===== config.mk =====
export PLATFORM = sky130hd
export DESIGN_NAME = watch_mode_ctrl_flat
export DESIGN_NICKNAME = d
export VERILOG_FILES = /design/src/rtl/watch_pkg.sv /design/src/rtl/watch_mode_ctrl_if.sv /design/src/rtl/key_debounce.sv /design/src/rtl/watch_mode_ctrl.sv /design/src/flat_wrapper.sv
export SDC_FILE = /design/constraint.sdc
export NUM_CORES = 1
export LEC_CHECK = 0
export CAP_MARGIN = 20
export CORE_ASPECT_RATIO = 1.75
export CORE_MARGIN = 4
export CORE_UTILIZATION = 54
export CTS_CLUSTER_SIZE = 28
export DETAILED_ROUTE_END_ITERATION = 10
export PLACE_DENSITY = 0.95
export SETUP_SLACK_MARGIN = 0.3
export SYNTH_ARGS = -nofsm -noshare
export SYNTH_HDL_FRONTEND = slang
export SYNTH_SLANG_ARGS = --single-unit
export TNS_END_PERCENT = 100

===== constraint.sdc =====
create_clock -name clk -period 6 [get_ports clk]
set_input_delay 1.2 -clock clk [delete_from_list [all_inputs] [get_ports clk]]
set_output_delay 1.2 -clock clk [all_outputs]
set_load 0.1 [all_outputs]

===== src/rtl/watch_pkg.sv =====
// Shared constants and types for the watch mode sequencer.
package watch_pkg;

  // Mode numbering; the home mode is the one the watch falls back to.
  localparam int MODE_CLOCK     = 0;
  localparam int MODE_STOPWATCH = 1;
  localparam int MODE_TIMER     = 2;
  localparam int MODE_HOME      = MODE_CLOCK;

  // Mode-key FSM: waiting, key held (short or long not yet decided), long press consumed.
  typedef enum logic [1:0] {
    ST_IDLE,
    ST_PRESSED,
    ST_LONG_DONE
  } mode_state_e;

endpackage


===== src/rtl/watch_mode_ctrl_if.sv =====
// User-input / display bundle between the watch top level and the mode sequencer.
interface watch_mode_ctrl_if #(
  parameter int NUM_MODES = 4,
  parameter int NUM_KEYS  = 3,
  parameter int DIGITS    = 3,
  parameter int DIG_W     = 8,
  parameter int BLANK_W   = 4
) ();

  localparam int MW = $clog2(NUM_MODES);

  logic                              mode_key;
  logic [NUM_KEYS-1:0]               keys_raw;
  logic [NUM_MODES*DIGITS*DIG_W-1:0] mode_data;
  logic [NUM_MODES*BLANK_W-1:0]      mode_blank;
  logic [MW-1:0]                     mode;
  logic [NUM_MODES-1:0]              mode_led;
  logic [NUM_MODES*NUM_KEYS-1:0]     key_pulse;
  logic [NUM_MODES*NUM_KEYS-1:0]     key_held;
  logic [DIGITS*DIG_W-1:0]           disp_data;
  logic [BLANK_W-1:0]                disp_blank;

  // Master drives buttons and per-mode display content; slave is the sequencer.
  modport master (
    output mode_key, keys_raw, mode_data, mode_blank,
    input  mode, mode_led, key_pulse, key_held, disp_data, disp_blank
  );

  modport slave (
    input  mode_key, keys_raw, mode_data, mode_blank,
    output mode, mode_led, key_pulse, key_held, disp_data, disp_blank
  );

endinterface


===== src/rtl/key_debounce.sv =====
// Two-flop synchroniser plus stability counter for one raw push-button.
module key_debounce #(
  parameter int DEBOUNCE_CYC = 500000
) (
  input  logic clk,
  input  logic reset,
  input  logic raw,
  output logic level,
  output logic press
);

  localparam int CNT_W = $clog2(DEBOUNCE_CYC + 1);

  logic [1:0]       sync;
  logic [CNT_W-1:0] cnt;

  // Accept a new level only after the synced input has disagreed for DEBOUNCE_CYC cycles in a row.
  // NOTE: sequential state uses non-blocking assignments so every flop samples pre-edge values.
  always_ff @(posedge clk) begin
    if (reset) begin
      sync  <= '0;
      cnt   <= '0;
      level <= 1'b0;
      press <= 1'b0;
    end else begin
      sync  <= {sync[0], raw};
      press <= 1'b0;
      if (sync[1] == level) begin
        cnt <= '0;
      end else if (cnt == CNT_W'(DEBOUNCE_CYC - 1)) begin
        cnt   <= '0;
        level <= sync[1];
        press <= sync[1];
      end else begin
        cnt <= cnt + 1'b1;
      end
    end
  end

endmodule


===== src/rtl/watch_mode_ctrl.sv =====
// Mode sequencer and button front end: debounces keys, steps modes, routes keys, muxes display.
module watch_mode_ctrl
  import watch_pkg::*;
#(
  parameter int NUM_MODES    = 4,
  parameter int NUM_KEYS     = 3,
  parameter int DIGITS       = 3,
  parameter int DIG_W        = 8,
  parameter int BLANK_W      = 4,
  parameter int DEBOUNCE_CYC = 500000,
  parameter int LONG_CYC     = 50000000,
  parameter int TIMEOUT_CYC  = 0
) (
  input logic              clk,
  input logic              reset,
  watch_mode_ctrl_if.slave bus
);

  localparam int MW     = $clog2(NUM_MODES);
  localparam int KW     = NUM_MODES * NUM_KEYS;
  localparam int DW     = DIGITS * DIG_W;
  localparam int HOLD_W = $clog2(LONG_CYC + 1);
  localparam int IDLE_W = (TIMEOUT_CYC > 0) ? $clog2(TIMEOUT_CYC + 1) : 1;

  // Index 0 is the mode key, indices 1..NUM_KEYS are the function keys.
  logic [NUM_KEYS:0] raw_vec, lvl_vec, prs_vec;
  assign raw_vec = {bus.keys_raw, bus.mode_key};

  for (genvar i = 0; i <= NUM_KEYS; i++) begin : g_deb
    key_debounce #(.DEBOUNCE_CYC(DEBOUNCE_CYC)) u_deb (
      .clk  (clk),
      .reset(reset),
      .raw  (raw_vec[i]),
      .level(lvl_vec[i]),
      .press(prs_vec[i])
    );
  end

  logic                mode_level, mode_press, any_press;
  logic [NUM_KEYS-1:0] fn_level, fn_press;
  assign mode_level = lvl_vec[0];
  assign mode_press = prs_vec[0];
  assign fn_level   = lvl_vec[NUM_KEYS:1];
  assign fn_press   = prs_vec[NUM_KEYS:1];
  assign any_press  = |prs_vec;

  mode_state_e         state, state_next;
  logic [HOLD_W-1:0]   hold_cnt, hold_next;
  logic [IDLE_W-1:0]   idle_cnt, idle_next;
  logic [MW-1:0]       mode, mode_next;
  logic                fsm_upd;
  logic [NUM_MODES-1:0] led_q, led_next;
  logic [KW-1:0]       pulse_q, pulse_next, held_q, held_next;
  logic [DW-1:0]       disp_q, disp_next;
  logic [BLANK_W-1:0]  blank_q, blank_next;

  // State register: FSM, counters, mode and all registered outputs.
  always_ff @(posedge clk) begin
    if (reset) begin
      state    <= ST_IDLE;
      hold_cnt <= '0;
      idle_cnt <= '0;
      mode     <= MW'(MODE_HOME);
      led_q    <= NUM_MODES'(1);
      pulse_q  <= '0;
      held_q   <= '0;
      disp_q   <= '0;
      blank_q  <= '0;
    end else begin
      state    <= state_next;
      hold_cnt <= hold_next;
      idle_cnt <= idle_next;
      mode     <= mode_next;
      led_q    <= led_next;
      pulse_q  <= pulse_next;
      held_q   <= held_next;
      disp_q   <= disp_next;
      blank_q  <= blank_next;
    end
  end

  // Next-state: short press advances the mode, long press returns home, idle timeout returns home.
  // NOTE: every always_comb output gets a default first so no path can infer a latch.
  always_comb begin
    state_next = state;
    hold_next  = hold_cnt;
    idle_next  = idle_cnt;
    mode_next  = mode;
    fsm_upd    = 1'b0;
    case (state)
      ST_IDLE: begin
        if (mode_press) begin
          state_next = ST_PRESSED;
          hold_next  = '0;
        end
      end
      ST_PRESSED: begin
        if (!mode_level) begin
          mode_next  = (mode == MW'(NUM_MODES - 1)) ? '0 : mode + 1'b1;
          state_next = ST_IDLE;
          fsm_upd    = 1'b1;
        end else begin
          if (hold_cnt != HOLD_W'(LONG_CYC)) hold_next = hold_cnt + 1'b1;
          if (hold_cnt == HOLD_W'(LONG_CYC - 1)) begin
            mode_next  = MW'(MODE_HOME);
            state_next = ST_LONG_DONE;
            fsm_upd    = 1'b1;
          end
        end
      end
      ST_LONG_DONE: begin
        if (!mode_level) state_next = ST_IDLE;
      end
      default: state_next = ST_IDLE;
    endcase

    if (TIMEOUT_CYC > 0) begin
      if (any_press) begin
        idle_next = '0;
      end else if (idle_cnt != IDLE_W'(TIMEOUT_CYC)) begin
        idle_next = idle_cnt + 1'b1;
      end
      if (idle_cnt == IDLE_W'(TIMEOUT_CYC) && mode != MW'(MODE_HOME) &&
          state == ST_IDLE && !fsm_upd) begin
        mode_next = MW'(MODE_HOME);
        idle_next = '0;
      end
    end
  end

  // Outputs: keys decoded with the pre-update mode, held levels cleared on a mode change.
  always_comb begin
    led_next   = '0;
    pulse_next = '0;
    held_next  = '0;
    disp_next  = '0;
    blank_next = '0;
    for (int m = 0; m < NUM_MODES; m++) begin
      led_next[m] = (mode_next == MW'(m));
      if (mode == MW'(m)) begin
        pulse_next[m*NUM_KEYS +: NUM_KEYS] = fn_press;
        if (mode_next == mode) held_next[m*NUM_KEYS +: NUM_KEYS] = fn_level;
        disp_next  = bus.mode_data[m*DW +: DW];
        blank_next = bus.mode_blank[m*BLANK_W +: BLANK_W];
      end
    end
  end

  assign bus.mode       = mode;
  assign bus.mode_led   = led_q;
  assign bus.key_pulse  = pulse_q;
  assign bus.key_held   = held_q;
  assign bus.disp_data  = disp_q;
  assign bus.disp_blank = blank_q;

endmodule


===== src/flat_wrapper.sv =====
// flat-port wrapper written by rule: the top's interface ports become plain ports
module watch_mode_ctrl_flat import watch_pkg::*;
#(
  parameter int NUM_MODES    = 4,
  parameter int NUM_KEYS     = 3,
  parameter int DIGITS       = 3,
  parameter int DIG_W        = 8,
  parameter int BLANK_W      = 4,
  parameter int DEBOUNCE_CYC = 500000,
  parameter int LONG_CYC     = 50000000,
  parameter int TIMEOUT_CYC  = 0
)
  (clk, reset, bus_mode_key, bus_keys_raw, bus_mode_data, bus_mode_blank, bus_mode, bus_mode_led, bus_key_pulse, bus_key_held, bus_disp_data, bus_disp_blank);
  watch_mode_ctrl_if #(.NUM_MODES(NUM_MODES), .NUM_KEYS(NUM_KEYS), .DIGITS(DIGITS), .DIG_W(DIG_W), .BLANK_W(BLANK_W)) bus_i ();
  input logic clk;
  input logic reset;
  input wire logic [$bits(bus_i.mode_key)-1:0] bus_mode_key;
  input wire logic [$bits(bus_i.keys_raw)-1:0] bus_keys_raw;
  input wire logic [$bits(bus_i.mode_data)-1:0] bus_mode_data;
  input wire logic [$bits(bus_i.mode_blank)-1:0] bus_mode_blank;
  output wire logic [$bits(bus_i.mode)-1:0] bus_mode;
  output wire logic [$bits(bus_i.mode_led)-1:0] bus_mode_led;
  output wire logic [$bits(bus_i.key_pulse)-1:0] bus_key_pulse;
  output wire logic [$bits(bus_i.key_held)-1:0] bus_key_held;
  output wire logic [$bits(bus_i.disp_data)-1:0] bus_disp_data;
  output wire logic [$bits(bus_i.disp_blank)-1:0] bus_disp_blank;
  assign bus_i.mode_key = bus_mode_key;
  assign bus_i.keys_raw = bus_keys_raw;
  assign bus_i.mode_data = bus_mode_data;
  assign bus_i.mode_blank = bus_mode_blank;
  assign bus_mode = bus_i.mode;
  assign bus_mode_led = bus_i.mode_led;
  assign bus_key_pulse = bus_i.key_pulse;
  assign bus_key_held = bus_i.key_held;
  assign bus_disp_data = bus_i.disp_data;
  assign bus_disp_blank = bus_i.disp_blank;
  watch_mode_ctrl #(.NUM_MODES(NUM_MODES), .NUM_KEYS(NUM_KEYS), .DIGITS(DIGITS), .DIG_W(DIG_W), .BLANK_W(BLANK_W), .DEBOUNCE_CYC(DEBOUNCE_CYC), .LONG_CYC(LONG_CYC), .TIMEOUT_CYC(TIMEOUT_CYC)) u_core (.clk(clk), .reset(reset), .bus(bus_i));
endmodule

---- After elaboration in Yosys (flattened, before gate mapping) ----
Cells that the tools add are included.
operators by class
  $add $sub $neg .......................... 6
  multipliers ............................. 0
  divide/modulo/power cells ............... 0
  $lt $le $gt $ge ......................... 0
  equal/unequal tests ..................... 24
  shift-type cells ........................ 0
  multiplexer cells ....................... 22
  bitwise gates (word level) .............. 12
  reduce and logical (&&, ||, !) cells .... 22
operator list
  kind                                                                    number
  24-bit two-way mux                                                      4
  26-bit two-way mux                                                      3
  19-bit by 1-bit adder with 19-bit output (second input constant)        4
  19-bit equality test (second input constant)                            4
  26-bit case mux with 2 select lines                                     1
  26-bit by 1-bit adder with 26-bit output (second input constant)        1
  26-bit equality test (second input constant)                            1
  26-bit != test (second input constant)                                  1
  3-bit OR reduction                                                      8
  2-bit two-way mux                                                       8
  4-bit two-way mux                                                       4
  1-bit inverter                                                          12
  2-bit equality test (second input constant)                             5
  2-bit AND reduction                                                     4
  2-bit OR reduction                                                      4
  2-bit by 1-bit equality test with 1-bit output (second input constant)  3
  2-bit zero test                                                         3
  2-bit != test (second input constant)                                   3
  2-bit case mux with 3 select lines                                      1
  1-bit equality test                                                     4
  4-bit AND reduction                                                     1
  3-bit two-way mux                                                       1
  3-bit by 2-bit != test with 1-bit output (second input constant)        1
  3-bit AND reduction                                                     1
  4 further kinds                                                         4
storage, ports and cells
  register bits after elaboration ......... 178
  latch bits .............................. 0
  memory bits (writable) .................. 0
  ROM bits ................................ 0
  bits of input ports ..................... 118
  output and inout port bits .............. 58
  word-level logic and storage cells ...... 116
  memories kept ........................... 0

---- Logic depth before layout (Yosys ltp) ----
  word-level depth ........................ 6
  mapped depth ............................ 9

---- By module ----
From an unflattened synthesis, not the netlist that was laid out.
second synthesis, totals
  cell total of the unflattened synthesis .. 947
  area total of the unflattened synthesis .. 8180.3 µm²
modules (own cells, without submodules)
  module           instances  cells an instance  area an instance (µm²)
  key_debounce     4          115                1029.7
  watch_mode_ctrl  1          487                4061.4

---- Least setup slack after synthesis ----
Ideal clock, no wire load.
  path type ............................... reg2reg
  start ................................... register u_core.mode[0], in the netlist u_core.bus.mode[0]
  end ..................................... register u_core.blank_q[3], in the netlist u_core.bus.disp_blank[3]
  data arrival time ....................... 2.539 ns
  data required time ...................... 5.872 ns
  setup slack ............................. 3.333 ns
  stages on the path, launching flop included .. 10
  path buffers ............................ 2
  period minus slack after synthesis ...... 2.667 ns
  cell sequence ........................... dfxtp_1 -> inv_1 -> ha_1 -> nor2b_1 -> clkbuf_1 -> clkbuf_1 -> a221oi_1 -> nor3_1 -> a21oi_1 -> nor2_1
between the ends
  longest elaborated chain between the ends .. 5
  elaborated cells on any way between the ends .. 8
RTL lines
  what                             RTL line                source
  from (decl)                      watch_mode_ctrl.sv:50   logic [MW-1:0] mode, mode_next;
  from (signal assigned)           watch_mode_ctrl.sv:63   mode <= MW'(MODE_HOME);
  from (signal assigned)           watch_mode_ctrl.sv:73   mode <= mode_next;
  2-bit zero test                  watch_mode_ctrl.sv:140  if (mode == MW'(m)) begin
  4-bit two-way mux (3 in series)  watch_mode_ctrl.sv:140
  4-bit two-way mux (*)            watch_mode_ctrl.sv:140
  to (signal assigned)             watch_mode_ctrl.sv:78   blank_q <= blank_next;
  to (decl)                        watch_mode_ctrl.sv:55   logic [BLANK_W-1:0] blank_q, blank_next;
Mark *: on every way between the ends. The rest lies on a longest branch, timed or not.
A chain may end at the register's enable or synchronous reset.

---- Worst setup path after layout ----
  start ................................... register u_core.mode[0], in the netlist u_core.bus.mode[0]
  end ..................................... output port bus_mode[0]
RTL lines
  what       RTL line            source
  to (decl)  flat_wrapper.sv:21  output wire logic [$bits(bus_i.mode)-1:0] bus_mode;
No word-level cell between the ends.

==> run_results.csv <==
group,metric,value,unit
floorplan,die-area,0.0163,sq mm
synth,ys_seq_elements,178,
outcome,status,"completed",
detailed_routing,drt_iter0_drc,287,
cts,clock_latency,0.42,ns
synth,synth_edf_count,0,
cells_and_area,utilization,0.725,
pwr,p_leak,3.51,nW
detailed_routing,num_vias,6775,
detailed_routing,routed_wl,19600,um
grt,first_global_vias,6598,
critical_path,r2r-start,"u_core.bus.mode[1]",
synth,netlist_instances,876,
synth,avgSynthCellArea,8.80,sq um
grt,grt_max_degree,59,
min_path,min_from,"u_core.g_deb[3].u_deb.sync[0]",
min_path,holdPathEnd,"u_core.g_deb[3].u_deb.sync[1]",
synth,synthTopCellsByArea,"dfxtp_1 (46%), nor2_1 (8.2%), xnor2_1 (6.4%)",
sta,fin_setup_tns,0,ns
critical_path,worstSetupEndpointType,"output pin",
sta,fin_crit,3.40,ns
critical_path,cp_data_required_time,4.80,ns
cts,clk_pin_slew,0.07,ns
floorplan,row_count,57,
cells_and_area,nNetsFinal,1165,
floorplan,die_w,98.3,um
critical_path,reg2reg_slack,3.19,ns
critical_path,path_class,"reg -> out",
cells_and_area,drive_above_1_share,0.0514,
detailed_routing,drc_errors,0,
min_path,hp-class,"reg -> reg",
cells_and_area,antenna_cells,0,
cells_and_area,area.growth.synth_to_final,31.3,%
cts,cts_root_buf,"clkbuf_16",
sta,maxSlewViolCount,0,
floorplan,ios,176,
critical_path,critical_path_peak_fanout,10,
critical_path,crit_chain,"clkdlybuf4s50_1",
synth,synth_most_common_cell,"dfxtp_1",
pwr,ir_drop,0.217,mV
critical_path,crit_buf_inv,1,
placed_design,place_congestion,0.856,
synth,synth_nets,1004,
detailed_routing,vias_per_cell,5.52,
floorplan,initial_utilization,0.552,
pwr,powerDensity,242,mW/mm^2
placed_design,dpl.hpwl,14000,um
grt,grt_pass1_wl,31500,um
sta,hold_viol,0,
synth,async_reset_ff_frac,0,
sta,grt_setup_unrepaired,"no",
critical_path,slowest_delay,1.21,ns
pwr,power,2.45,mW
synth,synth_area_leader_cell,"dfxtp_1",
sta,setup_viol,0,
min_path,whs_path_depth,1,
critical_path,cp.arrival,2.20,ns
floorplan,fp.dieH,166,um
critical_path,crit_family,"buffers and inverters",
grt,gr-usage-all-layers,0.235,
cts,postCtsHoldBufs,0,
critical_path,r2r_cells,8,
cts,cts_max_path_buffers,2,
cts,post_cts_buffers,0,
placed_design,numPortBuffers,175,
sta,final.setup.worst_slack,2.60,ns
synth,seq_area_frac_synth,0.462,
cts,ctsResizeCount,0,
synth,ys_types,53,
grt,antenna_found_initial,0,
floorplan,core_area,0.0140,sq mm
cts,cts_tree,"done",
detailed_routing,drt.antenna.violating_nets,0,
placed_design,pre_cts_slack,2.88,ns
detailed_routing,dr.pass1.iters,5,
critical_path,crit_slowest_cell,"clkdlybuf4s50_1",
run,maxCapViolations,0,
cells_and_area,fillCellCount,1009,
detailed_routing,wire_per_inst,15.9,um
synth,synth_top_cell_area_share,0.462,
sta,fin_skew,0.00699,ns
sta,finalCritPeriodShare,0.566,
synth,synthesis.area,0.00771,sq mm
cts,htree_num_levels,4,
cts,cts_sinks,178,
cts,numCtsBuffers,17,
sta,slew_headroom,0.267,
critical_path,r2r-end,"u_core.bus.disp_blank[1]",
synth,yosys-top-cells-count,"dfxtp_1 (178), nor2_1 (169), xnor2_1 (56)",
grt,grt-ovfl-total,0,
critical_path,worstSetupStartpointType,"flip-flop",
synth,synth_ff_type,"dfxtp_1",
synth,ys_warn_count,0,
sta,worstMarginPinSlew,1.09,ns
sta,fmax,294,MHz
worst max path at each step:
stage                        from  depth (start not counted)                             to
2_1_floorplan  u_core.bus.mode[0]                          9       u_core.bus.disp_blank[3]
3_3_place_gp                reset                          5  u_core.g_deb[1].u_deb.cnt[11]
3_5_place_dp                reset                          5  u_core.g_deb[1].u_deb.cnt[13]
4_1_cts        u_core.bus.mode[0]                          1                    bus_mode[0]
5_1_grt        u_core.bus.mode[0]                          1                    bus_mode[0]
6_report       u_core.bus.mode[0]                          1                    bus_mode[0]
per-stage QoR:
step	hold slack (ns)	std cells	instance area [sq um]
final	0.433	1227	10100
after global routing	0.468	1227	10100
after CTS	0.434	1227	10100
after detailed placement	0.424	1195	9570
after global placement	0.424	1195	9570
after floorplan	0.414	876	7710
logic make-up after synthesis:
family                     share of synthesized area
AOI/OAI and AO/OA                             0.0767
xor gates and xnor gates                       0.108
adders and majority gates                     0.0162
buffers and inverters                         0.0276
muxes                                        0.00795
DFF                                            0.462
and+or+nand+nor                                0.302
registers in the layout (all words and copies together) (netlist names):
register                  cells
u_core.g_deb.u_deb.cnt       76
u_core.bus.disp_blank         4
u_core.g_deb.u_deb.level      4
u_core.bus.key_held          12
u_core.hold_cnt              26
u_core.state                  2
u_core.g_deb.u_deb.sync       8
u_core.bus.mode_led           4
u_core.bus.disp_data         24
u_core.g_deb.u_deb.press      4
u_core.bus.key_pulse         12
u_core.bus.mode               2
power breakdown:
| part | internal, mW | total, mW | leakage, nW | switching, mW |
|---|---|---|---|---|
| registers | 1.19 | 1.20 | 1.44 | 0.00458 |
| clock network | 0.560 | 1.03 | 0.262 | 0.474 |
| logic | 0.0984 | 0.218 | 1.80 | 0.120 |
| total | 1.85 | 2.45 | 3.51 | 0.598 |
layout make-up:
cell class,instances,area (sq um),area share
multi-input combinational,643,3940,0.389
clock inverter,12,98.8,0.00976
inverter,17,63.8,0.00630
sequential,178,3560,0.352
clock buffer,20,457,0.0451
tap,177,221,0.0219
timing repair buffer,180,1780,0.176
layout by cell type (no fill, tap or decap), types with 9 or more instances in the layout:
master / n
a21oi_1: 33
a221oi_1: 27
and2_1: 13
and3_1: 14
and4_1: 10
clkbuf_16: 17
clkdlybuf4s50_1: 174
dfxtp_1: 178
ha_1: 9
inv_1: 17
nand2_1: 36
nand2b_1: 13
nand3_1: 43
nand4_1: 20
nor2_1: 169
nor2b_1: 39
nor3_1: 47
nor4_1: 13
xnor2_1: 56
xor2_1: 39
layer usage:
layer	vias up	routed length [um]	global-route usage
met1	3197	7460	0.255
li1	3334	-	-
met5	-	0	0
met4	0	708	0.0999
met3	53	842	0.0496
met2	191	10600	0.434
(Power assumes the default switching activity.)
